**src/rtl/cpu_multicycle_if.sv**
```systemverilog
// Instruction and data memory req/ack bus of the multicycle core.
// The core drives requests through the master modport; memories use slave.
interface cpu_multicycle_if #(
    parameter int unsigned DATA_W = 8,
    parameter int unsigned ADDR_W = 8
);
    logic              imem_req;
    logic [ADDR_W-1:0] imem_addr;
    logic              imem_ack;
    logic [15:0]       imem_rdata;
    logic              dmem_req;
    logic              dmem_we;
    logic [ADDR_W-1:0] dmem_addr;
    logic [DATA_W-1:0] dmem_wdata;
    logic              dmem_ack;
    logic [DATA_W-1:0] dmem_rdata;

    modport master (
        output imem_req, imem_addr, dmem_req, dmem_we, dmem_addr, dmem_wdata,
        input  imem_ack, imem_rdata, dmem_ack, dmem_rdata
    );

    modport slave (
        input  imem_req, imem_addr, dmem_req, dmem_we, dmem_addr, dmem_wdata,
        output imem_ack, imem_rdata, dmem_ack, dmem_rdata
    );
endinterface

```
**src/rtl/cpu_multicycle.sv**
```systemverilog
// 4-register load/store CPU executing a 16-bit ISA through a
// FETCH/DECODE/EXEC/MEM/WB state machine with req/ack memories.
module cpu_multicycle #(
    parameter int unsigned DATA_W = 8,
    parameter int unsigned ADDR_W = 8
) (
    input  logic              clk,
    input  logic              reset,
    cpu_multicycle_if.master  bus,
    output logic              halted,
    output logic [ADDR_W-1:0] debug_pc,
    output logic [DATA_W-1:0] debug_alu_result,
    output logic [2:0]        debug_state
);
    typedef enum logic [2:0] {
        StInit   = 3'd0,
        StFetch  = 3'd1,
        StDecode = 3'd2,
        StExec   = 3'd3,
        StMem    = 3'd4,
        StWb     = 3'd5,
        StHalt   = 3'd6
    } state_e;

    localparam logic [3:0] OpLdi = 4'h1;
    localparam logic [3:0] OpAdd = 4'h2;
    localparam logic [3:0] OpSub = 4'h3;
    localparam logic [3:0] OpAnd = 4'h4;
    localparam logic [3:0] OpOr  = 4'h5;
    localparam logic [3:0] OpXor = 4'h6;
    localparam logic [3:0] OpNot = 4'h7;
    localparam logic [3:0] OpShl = 4'h8;
    localparam logic [3:0] OpLd  = 4'h9;
    localparam logic [3:0] OpSt  = 4'hA;
    localparam logic [3:0] OpBeq = 4'hB;
    localparam logic [3:0] OpBz  = 4'hC;
    localparam logic [3:0] OpJmp = 4'hD;
    localparam logic [3:0] OpHlt = 4'hF;

    state_e            state_q;
    logic [ADDR_W-1:0] pc_q;
    logic [15:0]       ir_q;
    logic [DATA_W-1:0] a_q, b_q, alu_q, mdr_q;
    logic [DATA_W-1:0] regs_q [4];
    logic              taken_q;

    logic [3:0]        op;
    logic [1:0]        rd, rs;
    logic [DATA_W-1:0] imm_data;
    logic [ADDR_W-1:0] imm_addr;
    logic              is_mem, is_alu, writes_rd;
    logic [DATA_W-1:0] alu_d;
    logic              taken_d;

    assign op        = ir_q[15:12];
    assign rd        = ir_q[11:10];
    assign rs        = ir_q[9:8];
    assign imm_data  = DATA_W'(ir_q[7:0]);
    assign imm_addr  = ADDR_W'(ir_q[7:0]);
    assign is_mem    = (op == OpLd) || (op == OpSt);
    assign is_alu    = (op >= OpLdi) && (op <= OpShl);
    assign writes_rd = is_alu || (op == OpLd);

    always_comb begin
        alu_d = a_q;
        case (op)
            OpLdi:   alu_d = imm_data;
            OpAdd:   alu_d = a_q + b_q;
            OpSub:   alu_d = a_q - b_q;
            OpAnd:   alu_d = a_q & b_q;
            OpOr:    alu_d = a_q | b_q;
            OpXor:   alu_d = a_q ^ b_q;
            OpNot:   alu_d = ~b_q;
            OpShl:   alu_d = a_q << 1;
            default: alu_d = a_q;
        endcase
    end

    always_comb begin
        taken_d = 1'b0;
        case (op)
            OpBeq:   taken_d = (a_q == b_q);
            OpBz:    taken_d = (a_q == '0);
            OpJmp:   taken_d = 1'b1;
            default: taken_d = 1'b0;
        endcase
    end

    always_ff @(posedge clk or posedge reset) begin
        if (reset) begin
            state_q <= StInit;
            pc_q    <= '0;
            ir_q    <= '0;
            a_q     <= '0;
            b_q     <= '0;
            alu_q   <= '0;
            mdr_q   <= '0;
            taken_q <= 1'b0;
            for (int i = 0; i < 4; i++) regs_q[i] <= '0;
        end else begin
            unique case (state_q)
                StInit: state_q <= StFetch;
                StFetch: begin
                    if (bus.imem_ack) begin
                        ir_q    <= bus.imem_rdata;
                        state_q <= StDecode;
                    end
                end
                StDecode: begin
                    a_q     <= regs_q[rd];
                    b_q     <= regs_q[rs];
                    state_q <= StExec;
                end
                StExec: begin
                    // Only ALU/LDI ops update the visible ALU result.
                    if (is_alu) alu_q <= alu_d;
                    taken_q <= taken_d;
                    if (op == OpHlt)  state_q <= StHalt;
                    else if (is_mem)  state_q <= StMem;
                    else              state_q <= StWb;
                end
                StMem: begin
                    if (bus.dmem_ack) begin
                        if (op == OpLd) mdr_q <= bus.dmem_rdata;
                        state_q <= StWb;
                    end
                end
                StWb: begin
                    if (writes_rd) regs_q[rd] <= (op == OpLd) ? mdr_q : alu_q;
                    pc_q    <= taken_q ? imm_addr : pc_q + ADDR_W'(1);
                    state_q <= StFetch;
                end
                StHalt:  state_q <= StHalt;
                default: state_q <= StInit;
            endcase
        end
    end

    // Bus outputs depend only on the registered state, so async reset drops them at once.
    assign bus.imem_req   = (state_q == StFetch);
    assign bus.imem_addr  = pc_q;
    assign bus.dmem_req   = (state_q == StMem);
    assign bus.dmem_we    = bus.dmem_req && (op == OpSt);
    assign bus.dmem_addr  = bus.dmem_req ? imm_addr : '0;
    assign bus.dmem_wdata = bus.dmem_req ? b_q : '0;

    assign halted           = (state_q == StHalt);
    assign debug_pc         = pc_q;
    assign debug_alu_result = alu_q;
    assign debug_state      = state_q;
endmodule
```
**src/flat_wrapper.sv**
```systemverilog
// flat-port wrapper written by rule: the top's interface ports become plain ports
module cpu_multicycle_flat 
#(
    parameter int unsigned DATA_W = 8,
    parameter int unsigned ADDR_W = 8
)
  (clk, reset, halted, debug_pc, debug_alu_result, debug_state, bus_imem_req, bus_imem_addr, bus_dmem_req, bus_dmem_we, bus_dmem_addr, bus_dmem_wdata, bus_imem_ack, bus_imem_rdata, bus_dmem_ack, bus_dmem_rdata);
  cpu_multicycle_if #(.DATA_W(DATA_W), .ADDR_W(ADDR_W)) bus_i ();
  input  logic clk;
  input  logic reset;
  output logic halted;
  output logic [ADDR_W-1:0] debug_pc;
  output logic [DATA_W-1:0] debug_alu_result;
  output logic [2:0] debug_state;
  output wire logic [$bits(bus_i.imem_req)-1:0] bus_imem_req;
  output wire logic [$bits(bus_i.imem_addr)-1:0] bus_imem_addr;
  output wire logic [$bits(bus_i.dmem_req)-1:0] bus_dmem_req;
  output wire logic [$bits(bus_i.dmem_we)-1:0] bus_dmem_we;
  output wire logic [$bits(bus_i.dmem_addr)-1:0] bus_dmem_addr;
  output wire logic [$bits(bus_i.dmem_wdata)-1:0] bus_dmem_wdata;
  input wire logic [$bits(bus_i.imem_ack)-1:0] bus_imem_ack;
  input wire logic [$bits(bus_i.imem_rdata)-1:0] bus_imem_rdata;
  input wire logic [$bits(bus_i.dmem_ack)-1:0] bus_dmem_ack;
  input wire logic [$bits(bus_i.dmem_rdata)-1:0] bus_dmem_rdata;
  assign bus_imem_req = bus_i.imem_req;
  assign bus_imem_addr = bus_i.imem_addr;
  assign bus_dmem_req = bus_i.dmem_req;
  assign bus_dmem_we = bus_i.dmem_we;
  assign bus_dmem_addr = bus_i.dmem_addr;
  assign bus_dmem_wdata = bus_i.dmem_wdata;
  assign bus_i.imem_ack = bus_imem_ack;
  assign bus_i.imem_rdata = bus_imem_rdata;
  assign bus_i.dmem_ack = bus_dmem_ack;
  assign bus_i.dmem_rdata = bus_dmem_rdata;
  cpu_multicycle #(.DATA_W(DATA_W), .ADDR_W(ADDR_W)) u_core (.clk(clk), .reset(reset), .bus(bus_i), .halted(halted), .debug_pc(debug_pc), .debug_alu_result(debug_alu_result), .debug_state(debug_state));
endmodule
```
**config.mk**
```make
export PLATFORM = sky130hd
export DESIGN_NAME = cpu_multicycle_flat
export DESIGN_NICKNAME = d
export VERILOG_FILES = /design/src/rtl/cpu_multicycle_if.sv /design/src/rtl/cpu_multicycle.sv /design/src/flat_wrapper.sv
export SDC_FILE = /design/constraint.sdc
export NUM_CORES = 1
export LEC_CHECK = 0
export ABC_AREA = 1
export CAP_MARGIN = 10
export CORE_ASPECT_RATIO = 1.1
export CORE_MARGIN = 1
export CORE_UTILIZATION = 29
export DETAILED_ROUTE_END_ITERATION = 10
export PLACE_DENSITY = 0.5
export REMOVE_ABC_BUFFERS = 1
export SETUP_SLACK_MARGIN = 0.5
export SYNTH_ARGS = -nofsm -noshare
export SYNTH_HDL_FRONTEND = slang
export SYNTH_SLANG_ARGS = --single-unit
```
**constraint.sdc**
```tcl
create_clock -name clk -period 3.8 [get_ports clk]
set_input_delay 0.57 -clock clk [delete_from_list [all_inputs] [get_ports clk]]
set_output_delay 0.57 -clock clk [all_outputs]
set_load 0.005 [all_outputs]
```
==> results of run 1 <==
==> per-layer routing <==
layer	vias up	part of all wire
met5	-	0
met4	0	0.024
met2	115	0.48
met3	26	0.034
li1	2742	-
met1	2521	0.46
==> state kept, by name (all words and copies together) (netlist names) <==
| signal | cells |
|---|---|
| u_core.a_q | 8 |
| u_core.b_q | 8 |
| u_core.bus.imem_addr | 8 |
| u_core.debug_alu_result | 8 |
| u_core.debug_state | 3 |
| u_core.ir_q | 16 |
| u_core.mdr_q | 8 |
| u_core.regs_q | 32 |
| u_core.taken_q | 1 |
==> metrics by stage <==
step / utilization / setup slack, ns / instances / hold WS [ns] / total power [mW]
final: 0.3531 / 1.148 / 1145 / 0.5114 / 5.225
after global routing: 0.3531 / 0.9306 / 1145 / 0.5365 / 5.705
after detailed placement: 0.3383 / 1.440 / 1128 / 0.4978 / 4.355
after floorplan: - / 0.8380 / 793 / 0.4781 / 3.267
after CTS: 0.3523 / 1.056 / 1144 / 0.5139 / 5.268
after global placement: 0.3383 / 1.501 / 1128 / 0.4976 / 4.340
==> logic make-up after synthesis <==
group / count (synthesis) / share of synthesized area
AND/OR/NAND/NOR: 369 / 0.2683
AO/OA/AOI/OAI: 177 / 0.1741
buffers and inverters: 159 / 0.1155
flip-flops: 92 / 0.3809
adder cells (fa/ha/maj): 26 / 0.05630
multiplexers: 2 / 0.003519
XOR/XNOR: 1 / 0.001449
==> worst reg2reg max path, stage by stage, from the launching register on <==
cell and delay [ns]:
dfrtp_1 0.40, inv_1 0.16, nand3_1 0.35, inv_1 0.43
nand2_8 0.18, nor2_8 0.34, nand2_1 0.13, o21ai_2 0.08
==> layout make-up <==
cell class	instances	area, um2
well taps	256	320.3
clock inverters	5	35.03
clock buffers	11	252.7
multi-input cells	575	3049
inverters	126	475.5
repair buffers	80	805.8
flip-flops and latches	92	2302
fillers	2229	13270
==> cells in the final DEF (no fill, tap or decap), types with 2 or more instances in the layout <==
master           count
nor2_8               3
clkbuf_8             2
inv_2                3
nor2_4               2
nand3b_1             3
or2_1                2
buf_4                4
nand3_1             43
o22ai_1             13
inv_1              121
nand2_1            195
or2_2                5
o21ai_0             69
nor2_2               2
nor4_1               3
nand4_1              6
clkbuf_16            9
nor2_1              88
clkdlybuf4s50_1     74
o211ai_1             2
a21oi_1             55
nand2_2             10
o21ai_2             29
fa_1                 2
ha_1                24
o2111ai_1            5
clkinv_2             2
dfrtp_1             92
==> report_power, final <==
part / internal [mW] / total [mW] / switching [mW]
Combinational: 1.02 / 2.66 / 1.64
Clock: 0.481 / 0.895 / 0.414
Sequential: 1.33 / 1.67 / 0.342
==> final timing paths <==
kind | end | slack (ns) | cells past startpoint
max in group asynchronous | u_core.a_q[7] | 2.73 | 3
worst min register to register | u_core.mdr_q[1] | 0.51 | 2
worst max-delay path | bus_dmem_addr[5] | 1.15 | 4
min in group asynchronous | u_core.debug_state[1] | 0.67 | 3
worst min-delay path | u_core.mdr_q[1] | 0.51 | 2
worst max register to register | u_core.regs_q[12] | 1.66 | 7
==> summary.txt, run 1 <==
Status - complete, no violations
Max-slew headroom - 0.4632
Peak VDD IR - 0.2776 mV
Die Width - 139.7 um
Cell taking the most area after synthesis - dfrtp_1
Hold bufs inserted after CTS - 0
Core Rows - 55
Overall Global Routing Usage - 0.1780
Initial antenna violation count - 0
First drt pass iteration count - 5
GRT met3 Usage - 0.02381
Routed wire length - 17960 um
Crit share post-route - 0.6980
Final HPWL DP - 13500 um
Ant. Diodes - 0
Sequential-to-total area share from yosys stat - 0.3809
I/O Buffers - 74
Core Area - 0.02051 mm2
Crit path capture type - primary output
Fmax - 377.0 MHz
Worst-Margin Slew - 0.8023 ns
Clock sinks - 92
Largest fanout on the critical path - 19
Setup TNS - 0 ns
Worst stage delay on the critical path - 0.52 ns
RSZ-0062 raised after global routing - no
Static Leakage - 3.450 nW
GRT met2 Usage - 0.2989
Synthesis warning total - 0
Top-count cell post-synth - nand2_1
Total CTS buffers - 9
HP Start - u_core.mdr_q[1]
First-pass GRT wire length - 29180 um
I/O pin cnt - 75
Vias in the first global route - 5328
Setup crit start kind - flip-flop
Via Count - 5404
Max Cap Viol - 0
Synth area leaders - dfrtp_1 (38%), nand2_1 (12%), inv_1 (7.6%), o21ai_0 (5.7%), nor2_1 (5.5%)
DR iter-0 viols - 264
Netlist Area Pre-Place - 0.006045 mm2
Top cell type's share of synthesized area - 0.3809
Min Tclk post-route - 2.652 ns
Worst-Skew Late Latency - 0.36 ns
Drt drc - 0
Critical path class - reg2out
Post-synth EDFFs - 0
Antenna Nets Post-Route - 0
Hold Crit Class - reg2reg
Layout net count - 938
Setup Viol. Count Final - 0
Origin of the worst setup path - u_core.debug_state[1]
Per-cell routed wire length - 15.68 um
DIE HEIGHT - 153.4 um
Total setup buffers inserted after CTS - 0
Critical path arrival - 2.08 ns
Layout cells sized above 1 - 0.09336
CTS tree - done
Prevailing post-synth register cell - dfrtp_1
Syn Inst Count - 826
Clock Path Buffers - 2
Critical Path RT - 3.23 ns
Pin count of the biggest net entering global routing - 93
Async set or reset register ratio after synthesis - 1.000
Reg-to-reg critical path startpoint - u_core.debug_state[1]
Syn-to-layout area delta - 19.79%
Syn avg cell area - 7.318 um2
Crit path buf inv count - 2
Grt met1 use - 0.2288
CP delay by family, top - buffers and inverters
Placer Congestion - 0.8806
Clock skew - 0.009810 ns
Routed vias/inst - 4.720
Post-cts resize count - 0
Critical Path, Cell by Cell - inv_1 > nand3_2 > nor2_1 > clkdlybuf4s50_1
Initial Utilization - 0.2948
H-tree Lvls - 3
Final Cell Area - 0.007241 mm2
Netlist cell types - 42
Max Slew Vio Count - 0
Root Driver - clkbuf_16
PwrDens - 721.6 mW/mm2
Register bit total from synthesis - 92
Fin. Hold Viols - 0
Remaining Overflow, GRT - 0
Clock transition at path regs - 0.07 ns
Crit-path slowest cell - clkdlybuf4s50_1
Most frequent cells after synthesis - nand2_1 (195), inv_1 (122), dfrtp_1 (92)
Busiest grt layer - met2
Placed Area - 0.006938 mm2
Die area - 0.02143 mm2
Power figures use the tool's default switching activity.
==> run 2: changes to the inputs <==
==> constraint.sdc (replaced) <==
create_clock -name clk -period 2.45 [get_ports clk]
set_input_delay 0.3675 -clock clk [delete_from_list [all_inputs] [get_ports clk]]
set_output_delay 0.3675 -clock clk [all_outputs]
set_load 0.005 [all_outputs]
==> run 2 against run 1 <==
  * Critical path depth grew 7
  * Combinational power rose by 70%
  * Sequential cell count is the same
  * Sequential power up 55%
  * First-iteration DRC count increased by 4.5%
  * Clock power grew 66%
  * Register-to-register slack got worse by 1.1 ns
  * Final area increased by 5.8%
  * Die area stayed put
  * Critical endpoint is now u_core.debug_alu_result[7]
==> summary.txt, run 2 (same netlist as run 1, synthesis figures left out) <==
Status - complete, no violations
Critical path arrival - 2.14 ns
Hold Crit Class - in2async
CTS tree - done
Final HPWL DP - 14270 um
RSZ-0062 raised after global routing - yes
Crit path capture type - flip-flop
Top reg by flops - u_core.regs_q
I/O pin cnt - 75
Placed Cells - 1140
Max reg flops - 32
Initial antenna violation count - 0
Critical Path RT - 2.70 ns
H-tree Lvls - 3
Top Registers - u_core.regs_q x32, u_core.ir_q x16
Final Cell Area - 0.007659 mm2
Clock skew - 0.01017 ns
Die Width - 139.7 um
Core Area - 0.02051 mm2
Remaining Overflow, GRT - 0
Static Leakage - 3.736 nW
Reg-to-reg critical path startpoint - u_core.a_q[6]
Setup TNS - 0 ns
R2R Setup Slk - 0.56 ns
Total CTS buffers - 9
First-pass GRT wire length - 30260 um
Clock Path Buffers - 2
Peak VDD IR - 0.3798 mV
Worst-Margin Slew - 0.6226 ns
Largest fanout on the critical path - 8
DIE HEIGHT - 153.4 um
I/O Buffers - 74
Setup crit start kind - flip-flop
Drt drc - 0
Reg2reg end - u_core.debug_alu_result[7]
Critical path class - reg2reg
Vias in the first global route - 5549
First drt pass iteration count - 5
Setup Viol. Count Final - 0
Fin worst setup slack - 0.5593 ns
Antenna Nets Post-Route - 0
Reg2reg path depth - 11
Layout cells sized above 1 - 0.1807
Crit share post-route - 0.7717
Pin count of the biggest net entering global routing - 33
PwrDens - 1125 mW/mm2
Via Count - 5619
Most common cell after layout, fill and taps aside - nand2_1
Max Cap Viol - 0
Overall Global Routing Usage - 0.1848
Tot Pwr - 8.614 mW
Layout net count - 973
Ant. Diodes - 0
Root Driver - clkbuf_16
Fin. Hold Viols - 0
Commonest non-fill, non-tap cells in the layout - nand2_1 (194), inv_1 (108), dfrtp_1 (87)
Die area - 0.02143 mm2
Syn-to-layout area delta - 26.70%
Routed vias/inst - 4.762
Min Tclk post-route - 1.891 ns
Placed Area - 0.007028 mm2
Place WS - 0.2062 ns
DR iter-0 viols - 276
Fmax - 528.9 MHz
Fillcell total - 2213
Placer Congestion - 0.8942
Per-cell routed wire length - 16.13 um
Worst-Skew Late Latency - 0.37 ns
Max Slew Vio Count - 0
Max-slew headroom - 0.5849
Initial Utilization - 0.2948
Routed wire length - 19040 um
Core Rows - 55
Final Instance Count excl. Fillers - 1180
Clock sinks - 92
Clock transition at path regs - 0.07 ns
-- run 2: changes by cell type in the layout (fill, tap and decap cells not counted), sizes merged --
cell,delta
clkinvlp,+1
bufinv,+1
buf,+34
dlymetal6s2s,+3
clkdlybuf4s15,+1
clkinv,-2
dlygate4sd2,+7
bufbuf,+1
clkdlybuf4s50,-20
clkbuf,+8
inv,+1
-- run 2: cell type report --
class | count | area (um2) | area share
Clock inverter | 6 | 68.82 | 0.008985
Timing Repair Buffer | 115 | 1090 | 0.1423
Multi-Input combinational cell | 575 | 3151 | 0.4114
Sequential cell | 92 | 2308 | 0.3014
Tap cell | 256 | 320.3 | 0.04182
Inverter | 126 | 481.7 | 0.06290
Clock buffer | 10 | 239.0 | 0.03120
-- run 2: worst max-delay path: stages (launching register included) --
cell	delay, ns
dfrtp_1	0.42
inv_1	0.10
ha_1	0.46
inv_1	0.13
nand2_1	0.07
nand2_1	0.06
a21oi_1	0.18
nand3_1	0.10
nand2_1	0.07
nor2_1	0.04
nor2_1	0.10
nor2_1	0.04
-- run 2: worst max-delay path by stage --
stage                     startpoint                          to  slack (ns)  depth (start not counted)
6_report               u_core.a_q[6]  u_core.debug_alu_result[7]        0.56                         11
5_1_grt                u_core.a_q[6]  u_core.debug_alu_result[7]        0.31                         11
4_1_cts        u_core.debug_state[0]           bus_dmem_wdata[3]        0.31                          5
3_5_place_dp   u_core.debug_state[1]           bus_dmem_wdata[3]        0.21                          5
3_3_place_gp   u_core.debug_state[1]           bus_dmem_wdata[3]        0.21                          5
2_1_floorplan                  reset               u_core.a_q[0]       -0.31                          1
-- run 2: per-layer routing --
| metal | track usage | wire length [um] |
|---|---|---|
| met2 | 0.3168 | 9183 |
| met1 | 0.2305 | 8483 |
| met5 | 0 | 0 |
| met3 | 0.03477 | 903 |
| met4 | 0.06698 | 466 |
-- run 2: repair_timing --
item	in CTS	in global routing
hold buffers	0	0
resized for setup	43	53
setup endpoints to repair	27	57
setup buffers	18	5
gates cloned	1	0
pin swaps	5	2
-- run 2: per-stage QoR --
| step | util | hold slack, ns |
|---|---|---|
| 6_report | 0.3735 | 0.3612 |
| 5_1_grt | 0.3735 | 0.3878 |
| 4_1_cts | 0.3692 | 0.3699 |
| 3_5_place_dp | 0.3427 | 0.4989 |
| 3_3_place_gp | 0.3427 | 0.4962 |
| 2_1_floorplan | - | 0.4760 |
-- run 2: where the power goes --
part	internal, mW	leakage (nW)	switching, mW
clock network	0.829	0.150	0.663
registers	2.07	1.12	0.527
logic	1.81	2.46	2.72
